==> src/rtl/fixed_point_pkg.sv <==
// Fixed-point constants and types shared by the sint10_12 MAC accumulator,
// the sint10_12-to-fp16 converter and later stages.
package fixed_point_pkg;

    localparam int SINT10_12_WIDTH     = 22;
    localparam int FRAC_BITS           = 12;
    localparam int COEFF_WIDTH_DEFAULT = 14;

    localparam logic [SINT10_12_WIDTH-1:0] SINT10_12_MAX = 22'h1FFFFF;
    localparam logic [SINT10_12_WIDTH-1:0] SINT10_12_MIN = 22'h200000;

    typedef logic [SINT10_12_WIDTH-1:0] sint10_12_t;

endpackage

==> src/rtl/sint10_12_saturator.sv <==
// Combinational clamp of a wide signed accumulator onto the signed 10.12 range,
// flagging when clamping occurred.
module sint10_12_saturator
    import fixed_point_pkg::*;
#(
    parameter int ACC_WIDTH = 26
) (
    input  logic [ACC_WIDTH-1:0] acc_i,
    output sint10_12_t           sat_val_o,
    output logic                 sat_o
);

    // The value fits when every bit from the 22-bit sign position upward agrees.
    logic [ACC_WIDTH-SINT10_12_WIDTH:0] w_upper;
    logic                               w_fits;

    assign w_upper = acc_i[ACC_WIDTH-1:SINT10_12_WIDTH-1];
    assign w_fits  = (&w_upper) | ~(|w_upper);

    always_comb begin
        sat_val_o = acc_i[SINT10_12_WIDTH-1:0];
        sat_o     = 1'b0;
        if (!w_fits) begin
            sat_o     = 1'b1;
            sat_val_o = acc_i[ACC_WIDTH-1] ? SINT10_12_MIN : SINT10_12_MAX;
        end
    end

endmodule

==> src/rtl/sint10_12_mac_accumulator.sv <==
// Three-stage streaming MAC: uint8 pixel x signed 1.12 coefficient, summed per
// window (last_i or MAX_TAPS beats) and saturated to signed 10.12.
module sint10_12_mac_accumulator
    import fixed_point_pkg::*;
#(
    parameter int MAX_TAPS    = 16,
    parameter int COEFF_WIDTH = COEFF_WIDTH_DEFAULT,
    parameter int ACC_WIDTH   = SINT10_12_WIDTH + $clog2(MAX_TAPS)
) (
    input  logic                   clk_i,
    input  logic                   rst_i,
    input  logic [7:0]             pixel_i,
    input  logic [COEFF_WIDTH-1:0] coeff_i,
    input  logic                   valid_i,
    input  logic                   last_i,
    output logic [21:0]            sint10_12_o,
    output logic                   valid_o,
    output logic                   sat_o,
    output logic                   taps_err_o
);

    localparam int TAP_W = $clog2(MAX_TAPS);
    localparam int PIX_EXT_W   = SINT10_12_WIDTH - 8;
    localparam int COEFF_EXT_W = SINT10_12_WIDTH - COEFF_WIDTH;
    localparam int ACC_EXT_W   = ACC_WIDTH - SINT10_12_WIDTH;
    localparam logic [TAP_W-1:0] LAST_TAP = TAP_W'(MAX_TAPS - 1);

    // Stage 1 registers
    logic [7:0]             r_s1_pixel;
    logic [COEFF_WIDTH-1:0] r_s1_coeff;
    logic                   r_s1_valid;
    logic                   r_s1_last;

    // Stage 2 registers
    sint10_12_t r_s2_prod;
    logic       r_s2_valid;
    logic       r_s2_last;

    // Stage 3 state and output registers
    logic [ACC_WIDTH-1:0] r_acc;
    logic [TAP_W-1:0]     r_tap_cnt;
    sint10_12_t           r_out;
    logic                 r_valid_o;
    logic                 r_sat;
    logic                 r_taps_err;

    logic signed [SINT10_12_WIDTH-1:0] w_pix_ext;
    logic signed [SINT10_12_WIDTH-1:0] w_coeff_ext;
    logic signed [SINT10_12_WIDTH-1:0] w_product;
    logic        [ACC_WIDTH-1:0]       w_acc_next;
    logic                              w_close;
    sint10_12_t                        w_sat_val;
    logic                              w_sat;

    always_ff @(posedge clk_i) begin
        r_s1_pixel <= pixel_i;
        r_s1_coeff <= coeff_i;
        if (rst_i) begin
            r_s1_valid <= 1'b0;
            r_s1_last  <= 1'b0;
        end else begin
            r_s1_valid <= valid_i;
            r_s1_last  <= valid_i & last_i;
        end
    end

    // 255 x (-2.0 .. +1.9998) always fits in 22 bits, so a 22-bit product is exact.
    assign w_pix_ext   = {{PIX_EXT_W{1'b0}}, r_s1_pixel};
    assign w_coeff_ext = {{COEFF_EXT_W{r_s1_coeff[COEFF_WIDTH-1]}}, r_s1_coeff};
    assign w_product   = w_pix_ext * w_coeff_ext;

    always_ff @(posedge clk_i) begin
        r_s2_prod <= w_product;
        if (rst_i) begin
            r_s2_valid <= 1'b0;
            r_s2_last  <= 1'b0;
        end else begin
            r_s2_valid <= r_s1_valid;
            r_s2_last  <= r_s1_last;
        end
    end

    assign w_acc_next = r_acc + {{ACC_EXT_W{r_s2_prod[SINT10_12_WIDTH-1]}}, r_s2_prod};
    assign w_close    = r_s2_valid & (r_s2_last | (r_tap_cnt == LAST_TAP));

    sint10_12_saturator #(
        .ACC_WIDTH (ACC_WIDTH)
    ) u_saturator (
        .acc_i     (w_acc_next),
        .sat_val_o (w_sat_val),
        .sat_o     (w_sat)
    );

    always_ff @(posedge clk_i) begin
        if (rst_i) begin
            r_acc      <= '0;
            r_tap_cnt  <= '0;
            r_out      <= '0;
            r_valid_o  <= 1'b0;
            r_sat      <= 1'b0;
            r_taps_err <= 1'b0;
        end else begin
            r_valid_o  <= 1'b0;
            r_sat      <= 1'b0;
            r_taps_err <= 1'b0;
            if (w_close) begin
                r_out      <= w_sat_val;
                r_valid_o  <= 1'b1;
                r_sat      <= w_sat;
                r_taps_err <= ~r_s2_last;
                r_acc      <= '0;
                r_tap_cnt  <= '0;
            end else if (r_s2_valid) begin
                r_acc     <= w_acc_next;
                r_tap_cnt <= r_tap_cnt + TAP_W'(1);
            end
        end
    end

    assign sint10_12_o = r_out;
    assign valid_o     = r_valid_o;
    assign sat_o       = r_sat;
    assign taps_err_o  = r_taps_err;

endmodule

==> config.mk <==
export PLATFORM = sky130hd
export DESIGN_NAME = sint10_12_mac_accumulator
export DESIGN_NICKNAME = d
export VERILOG_FILES = /design/src/rtl/fixed_point_pkg.sv /design/src/rtl/sint10_12_saturator.sv /design/src/rtl/sint10_12_mac_accumulator.sv
export SDC_FILE = /design/constraint.sdc
export NUM_CORES = 1
export LEC_CHECK = 0
export BUFFER_PORTS_ARGS = -buffer_cell sky130_fd_sc_hd__buf_2
export CAP_MARGIN = 20
export CORE_ASPECT_RATIO = 0.9
export CORE_MARGIN = 5
export CORE_UTILIZATION = 57
export DETAILED_ROUTE_END_ITERATION = 8
export PLACE_DENSITY = 0.84
export SETUP_SLACK_MARGIN = 0.1
export SLEW_MARGIN = 20
export SYNTH_ARGS = -nofsm -noshare
export SYNTH_HDL_FRONTEND = slang
export SYNTH_SLANG_ARGS = --single-unit
==> constraint.sdc <==
create_clock -name clk_i -period 4.59 [get_ports clk_i]
set_clock_uncertainty 0.1 [all_clocks]
set_input_delay 0 -clock clk_i [delete_from_list [all_inputs] [get_ports clk_i]]
set_output_delay 0 -clock clk_i [all_outputs]
set_load 0.005 [all_outputs]
==> summary.txt, run 1 <==
Routing
  – DRC errors left: 0
  – Vias per cell: 5.17
  – Via count: 6402
  – Detailed Routing Iterations Pass 1: 6
  – Average wire per cell in the routed design: ~14 µm
  – Antenna Violating Nets Remaining: 0
  – Post-detailed-routing wire length: 17700 µm
  – 1st-iter DRT viols: between 200 and 300

Worst setup path
  – Crit path arrival time: 4720 ps
  – Count of cells along the worst register-to-register path: 20
  – CP max stage cell: fa_2
  – Origin of the critical flop-to-flop path: r_s1_coeff[3]$_DFF_P_
  – Worst reg2reg path endpoint: r_s2_prod[18]$_DFF_P_
  – Crit. Startpoint: r_s1_coeff[3]$_DFF_P_
  – Critical-path maximum fanout: 3
  – Crit Path Class: flop to flop
  – Reg2reg setup slack: 80 ps
  – Required time worst endpoint: 4800 ps
  – Type of element capturing the critical path: flop
  – Worst setup SP type: flop
  – Critical Path, Cell by Cell: buf_6, nand2_4, fa_1, inv_2, fa_1, ha_1, inv_2, fa_2, buf_4, fa_2, nor2b_2, o21ai_2, a21boi_4, o21ai_2, a21oi_2, o2111ai_2, a31oi_4, a21o_1, a21oi_1, xnor2_1
  – Largest stage delay on the critical path: 590 ps

GRT
  – Sum of overflow across all layers after global routing: 0
  – Initial antenna violation count: 0
  – Combined global-route utilization of all metal layers: around 20%
  – Vias in the first global route: approximately 6300
  – Maximum number of pins on one net before global-route repair: 39
  – Global-route wire length before repair: 30000 µm

Floorplanning
  – Io pins: 51
  – Horizontal die dimension: between 100 and 150 µm
  – Core Footprint: roughly 0.015 mm²
  – Starting Density: 57.9%
  – Count of standard-cell rows: 42
  – Area of the die: about 0.017 mm²
  – Height of the die: 126 µm

Placement
  – Placed cell count: 1188
  – Number of port buffers: 50
  – HPWL after detailed placement: 13000 µm
  – Standard cell area after detailed placement: 0.00916 mm²
  – Global placement routability congestion: a little under 0.9

Synth
  – Part of the Yosys area used for sequential elements: 24.3%
  – Post-synthesis cell type count: 61
  – Net count after synthesis: 1111
  – Largest cells by area after synthesis: dfxtp_1, fa_1, ha_1
  – Post-synth EDFFs: 0
  – Post-synthesis average cell area: slightly above 9 µm²
  – Cell area after technology mapping: between 0.008 and 0.009 mm²
  – Cell taking the most area after synthesis: dfxtp_1
  – Top FF cell, synth: dfxtp_1
  – Ys Warns: 0
  – Number of cells produced by synthesis: 927
  – Area share of the largest cell type after synthesis: 24.3%
  – Share of flip-flops with an asynchronous set or reset after synthesis: 0%
  – Number of flip-flops and latches in the synthesized netlist: 103

Worst hold path
  – Worst min-delay path class: input pin to flop
  – Cell depth of the worst hold path: 2
  – Hold path startpoint: rst_i
  – WHS Endpoint: r_s2_last$_SDFF_PP0_

Cells and area
  – Relative area change from synthesis to final layout: 18.3%
  – Final core occ: around two thirds
  – Ant diodes: 0
  – Summed area of non-filler cells in the final layout: 0.0100 mm²
  – Filler cells: ~1100
  – Nets@finish: 1220
  – Layout cells sized above 1: a little over a fifth
  – Non-filler instance count after layout: 1239

Power and ir drop
  – Static Leak: 4.70 nW
  – Comb power frac: 64.5%
  – Relative contribution of the clock network to total power: between 10% and 20%
  – Internal cell power: 3.04 mW
  – P per Cell Area: 539 mW/mm²
  – Peak supply drop: around 0.37 mV
  – Fraction of power spent switching nets: 43.8%
  – Net Switching: 2.37 mW
  – Sequential power share: 20.8%

STA
  – Achievable Freq: about 220 MHz
  – Setup repair after global routing missed its margin: yes
  – Max-slew violation total from the final report: 0
  – Final setup violation count: 0
  – Final worst path period share: 98.3%
  – Max transition margin: 49.7%
  – Number of hold violations in the final report: 0
  – Final Hold Slack: about 60 ps
  – Shortest period the worst path allows: 4510 ps
  – Measured slew at the worst slew-check pin: between 700 and 800 ps

Clock tree
  – Clock edge transition at the registers on the reported setup and hold paths: 80 ps
  – Clock tree root driver cell: clkbuf_16
  – Deepest clock path buffer count: 2
  – Sinks on the clock net: 103
  – Clock latency on the worst-skew pair: 370 ps
  – CTS H-tree depth: 3
  – TritonCTS clock tree: done
  – Cts bufs inserted: 9

Run status
  – Outcome: finished clean

Flow run
  – Total of max-cap violations: 0
-- metal layers --
layer / track usage, % / up-vias / share of wire [%]
met3: 4.17 / 30 / 4.6
met4: 6.04 / 0 / 1.6
met5: 0 / - / 0
li1: - / 3186 / -
met2: 33.9 / 135 / 47
met1: 27.7 / 3051 / 46
-- metrics by stage --
stage | total power, mW | setup TNS (ps) | worst slack, ps
after global placement | 4.11 | -21.7 | -21.7
after CTS | 5.20 | 0 | 94.0
final | 5.42 | 0 | 78.0
after global routing | 5.90 | -175 | -79.0
after floorplan | 3.51 | 0 | 84.2
after detailed placement | 4.21 | -558 | -189
-- timing repair --
item | in CTS | in global routing
setup endpoints to repair | 7 | 7
endpoints found under the hold margin | 24 | 0
hold buffers | 25 | 0
buffers inserted | 4 | 6
cloned | 0 | 0
pin swaps | 10 | 40
resized for setup | 32 | 45
-- worst max path at each step --
stage / end / slack [ps]
after floorplan: r_s2_prod[20]$_DFF_P_ / 80
after global placement: r_s2_prod[20]$_DFF_P_ / -20
after detailed placement: r_s2_prod[20]$_DFF_P_ / -190
after CTS: r_s2_prod[20]$_DFF_P_ / 90
after global routing: r_s2_prod[20]$_DFF_P_ / -80
final: r_s2_prod[18]$_DFF_P_ / 80
-- synthesized netlist by cell type, drive strengths merged, types with 2 or more instances --
cell type and count:
a211oi 37, a21boi 3, a21o 7, a21oi 24, a311oi 2, a31oi 5, and2 59, and2b 2
and3 7, buf 7, clkbuf 20, dfxtp 103, fa 89, ha 69, inv 164, mux2i 21
nand2 74, nand2b 5, nand3 7, nand4 4, nor2 81, nor2b 6, nor3 9, nor4b 2
o2111a 2, o211ai 2, o21a 6, o21ai 43, o21bai 4, or2 4, or3 5, xnor2 32
xor2 11
-- critical path: cells and delay by family, from the launching register on --
kind            cells  cell delay (ps)
fa+ha+maj           5             2060
compound gates      8             1360
xor+xnor            1              130
simple gates        2              100
buf+inv             4              320
flops               1              350
-- state kept, by name (all words and copies together) (netlist names), 4 cells and up --
name	count
r_s1_pixel	8
sint10_12_o	22
r_tap_cnt	4
r_s1_coeff	14
r_s2_prod	22
r_acc	26
-- layout by cell type (no fill, tap or decap), types with 7 or more instances in the layout --
| master | count |
|---|---|
| a211oi_1 | 14 |
| a211oi_2 | 23 |
| a21oi_1 | 19 |
| and2_1 | 55 |
| and3_1 | 7 |
| buf_2 | 50 |
| buf_4 | 46 |
| clkbuf_16 | 9 |
| dfxtp_1 | 89 |
| dfxtp_2 | 9 |
| dlygate4sd3_1 | 25 |
| fa_1 | 86 |
| ha_1 | 59 |
| ha_4 | 8 |
| inv_1 | 153 |
| inv_2 | 11 |
| mux2i_1 | 21 |
| nand2_1 | 70 |
| nand3_1 | 7 |
| nor2_1 | 81 |
| nor3_1 | 8 |
| o21ai_0 | 13 |
| o21ai_1 | 25 |
| xnor2_1 | 31 |
| xor2_1 | 11 |
-- logic make-up (layout without fill, tap and decap cells) --
family                   count (synthesis)  after routing  share of synthesized area [%]
AND/OR/NAND/NOR                        266            266                           15.3
adder cells (fa/ha/maj)                158            158                           31.1
XOR/XNOR                                43             43                           4.52
flip-flops                             103            103                           24.3
AO/OA/AOI/OAI                          144            144                           13.3
buffers and inverters                  191            305                           8.83
multiplexers                            22             22                           2.61
-- layout make-up --
class                           count  area, µm²  area share [%]
Multi-Input combinational cell    633       5890            58.7
Sequential cell                   103       2090            20.8
Timing Repair Buffer              125        891            8.87
Inverter                          164        616            6.13
Tap cell                          198        248            2.47
Clock buffer                        9        225            2.24
Clock inverter                      7       81.3           0.809
-- power groups by stage --
stage | clock network, mW | registers (mW) | logic [mW]
after global placement | 0 | 1.15 | 2.97
after detailed placement | 0 | 1.15 | 3.06
final | 0.794 | 1.13 | 3.49
after global routing | 0.847 | 1.14 | 3.91
after floorplan | 0 | 1.12 | 2.39
after CTS | 0.817 | 1.13 | 3.26
Note: power is estimated with default switching activity, not from simulation.
==> run 2, diff against run 1 <==
--- a/config.mk
+++ b/config.mk
@@ -9,9 +9,10 @@
 export CAP_MARGIN = 20
 export CORE_ASPECT_RATIO = 0.9
 export CORE_MARGIN = 5
-export CORE_UTILIZATION = 57
+export CORE_UTILIZATION = 36
 export DETAILED_ROUTE_END_ITERATION = 8
-export PLACE_DENSITY = 0.84
+export PLACE_DENSITY = 0.6
+export REMOVE_ABC_BUFFERS = 1
 export SETUP_SLACK_MARGIN = 0.1
 export SLEW_MARGIN = 20
 export SYNTH_ARGS = -nofsm -noshare
==> summary.txt, run 2 (same netlist as run 1, synthesis figures left out) <==
Run status
  – Outcome: finished clean

STA
  – Setup repair after global routing missed its margin: yes
  – Max-slew violation total from the final report: 0 (unchanged)
  – Total Negative Setup Slacks: 0 ps (unchanged)
  – Final Hold Slack: 81.4 ps (+22.8 ps)
  – Number of hold violations in the final report: 0 (unchanged)
  – Shortest period the worst path allows: 4460 ps (-56.7 ps)
  – Max transition margin: 47.3% (-2.4 points)
  – Achievable Freq: 224 MHz (+1.3%)
  – Measured slew at the worst slew-check pin: 790 ps (+35.7 ps)
  – Crit path setup slack, layout: 135 ps (+56.7 ps)
  – Final worst path period share: 97.1% (-1.2 points)
  – Final setup violation count: 0 (unchanged)

Routing
  – Average wire per cell in the routed design: 12.6 µm (-12%)
  – Antenna Violating Nets Remaining: 0 (unchanged)
  – Via count: 6159 (-3.8%)
  – Post-detailed-routing wire length: 17000 µm (-4.0%)
  – Detailed Routing Iterations Pass 1: 4 (-2)
  – 1st-iter DRT viols: 209 (-30%)
  – Vias per cell: 4.57 (-12%)
  – DRC errors left: 0 (unchanged)

GRT
  – Global-route wire length before repair: 29100 µm (-2.8%)
  – Initial antenna violation count: 0 (unchanged)
  – Sum of overflow across all layers after global routing: 0 (unchanged)
  – Maximum number of pins on one net before global-route repair: 39 (unchanged)
  – Combined global-route utilization of all metal layers: 13.1% (-7.5 points)
  – Vias in the first global route: 6132 (-3.2%)

Clock tree
  – Sinks on the clock net: 103 (unchanged)
  – Clock edge transition at the registers on the reported setup and hold paths: 90 ps (about the same)
  – TritonCTS clock tree: done
  – Cts bufs inserted: 9 (unchanged)
  – CTS H-tree depth: 3 (unchanged)
  – Clock latency on the worst-skew pair: 360 ps (about the same)
  – Clock tree root driver cell: clkbuf_16
  – Deepest clock path buffer count: 2 (unchanged)

Cells and area
  – Filler cells: 2253 (+110%)
  – Relative area change from synthesis to final layout: 21.4%
  – Nets@finish: 1224 (+0.33%)
  – Most used cells in the layout excluding fill and tap cells: inv_1, dfxtp_1, fa_1, nor2_1, nand2_1
  – Largest reg by FF count: r_acc
  – Ant diodes: 0 (unchanged)
  – Commonest non-fill, non-tap cell in the layout: inv_1
  – Final core occ: 44.3% (-24 points)
  – Flip-flop count of the largest register after layout: 26 (unchanged)
  – Layout cells sized above 1: 22.1% (+1.3 points)

Floorplanning
  – Core Footprint: 0.0233 mm² (+59%)
  – Io pins: 51 (unchanged)
  – Area of the die: 0.0268 mm² (+53%)
  – Horizontal die dimension: 172 µm (+24%)
  – Count of standard-cell rows: 53 (+26%)
  – Height of the die: 156 µm (+24%)
  – Starting Density: 36.5% (-21 points)

Worst setup path
  – Origin of the critical flop-to-flop path: r_s1_coeff[3]$_DFF_P_
  – Crit path arrival time: 4610 ps (-110 ps)
  – Crit. Startpoint: r_s1_coeff[3]$_DFF_P_
  – Type of element capturing the critical path: flop
  – Reg2reg setup slack: 130 ps (+60 ps)
  – Count of cells along the worst register-to-register path: 18 (-10%)
  – Crit path to: r_s2_prod[20]$_DFF_P_
  – Critical-path maximum fanout: 4 (+1)
  – Worst setup SP type: flop
  – Worst reg2reg path endpoint: r_s2_prod[20]$_DFF_P_
  – Required time worst endpoint: 4740 ps (-60 ps)
  – Crit Path Class: flop to flop

Placement
  – Number of port buffers: 50 (unchanged)
  – HPWL after detailed placement: 13100 µm (+0.85%)
  – Pre-CTS setup slack: -193 ps (-4.83 ps)
  – Global placement routability congestion: 0.806 (-6.8%)

Power and ir drop
  – P per Cell Area: 547 mW/mm² (+1.4%)
  – Net Switching: 2.44 mW (+2.9%)
  – Relative contribution of the clock network to total power: 14.0% (-0.7 points)
  – Static Leak: 4.73 nW (+0.77%)
  – Internal cell power: 3.19 mW (+4.9%)
  – Sequential power share: 20.0% (-0.8 points)
  – Fraction of power spent switching nets: 43.3% (-0.49 points)
  – Peak supply drop: 0.333 mV (-8.9%)
  – Comb power frac: 66.0% (+1.5 points)

Flow run
  – Total of max-cap violations: 0 (unchanged)

Worst hold path
  – Worst min-delay path class: input pin to flop
run 2: worst min-delay path by stage:
stage	slack, ps	depth (start not counted)	start	to
final	80	2	rst_i	r_s2_last$_SDFF_PP0_
after global routing	100	2	rst_i	r_s2_valid$_SDFF_PP0_
after CTS	50	2	rst_i	r_s2_last$_SDFF_PP0_
after detailed placement	4	1	coeff_i[11]	r_s1_coeff[11]$_DFF_P_
after global placement	2	1	pixel_i[6]	r_s1_pixel[6]$_DFF_P_
after floorplan	-70	0	coeff_i[0]	r_s1_coeff[0]$_DFF_P_
run 2: cell type report:
| type | count | area (µm²) | share of cell area (%) |
|---|---|---|---|
| Tap cell | 302 | 378 | 3.67 |
| Clock buffer | 9 | 225 | 2.18 |
| Sequential cell | 103 | 2090 | 20.3 |
| Clock inverter | 7 | 90.1 | 0.874 |
| Inverter | 164 | 616 | 5.97 |
| Timing Repair Buffer | 129 | 928 | 9.00 |
| Multi-Input combinational cell | 633 | 5980 | 58.0 |
run 2: worst max-delay path, cell delays in order, from the launching register on:
cell	delay [ps]
dfxtp_4	370
and2_4	160
fa_1	530
inv_1	50
fa_1	470
inv_1	50
fa_1	520
inv_1	50
fa_1	480
inv_2	50
ha_4	210
a21boi_2	160
o21ai_2	160
a21oi_2	90
o2111ai_2	260
a31oi_4	140
a211oi_2	240
o21ai_1	90
xor2_1	160
run 2: metrics by stage:
stage	total power [mW]	cell area, µm²	cells
global placement	4.26	9360	1302
finish	5.63	10300	1347
detailed placement	4.27	9360	1302
global route	6.22	10300	1347
CTS	5.20	9980	1343
floorplan	3.47	8360	900
run 2: power by group through the flow:
stage               combinational, mW  clock (mW)  sequential (mW)
finish                           3.72       0.787             1.13
global route                     4.22       0.857             1.14
CTS                              3.25       0.822             1.13
detailed placement               3.13           0             1.15
global placement                 3.11           0             1.15
floorplan                        2.34           0             1.13
run 2: what timing repair did:
action / in CTS / in global routing
setup endpoints to repair: 7 / 7
setup buffers: 0 / 4
resized for setup: 23 / 73
pin swaps: 6 / 56
hold endpoints to repair: 24 / 0
hold buffers: 25 / 0
run 2: routing by layer:
metal	share of wire (%)	vias up	global-route usage (%)	routed length [µm]
met5	0	-	0	0
met4	0.91	0	2.28	155
met3	3.4	10	2.79	585
met2	42	75	19.4	7130
met1	54	2880	19.8	9160
li1	-	3194	-	-
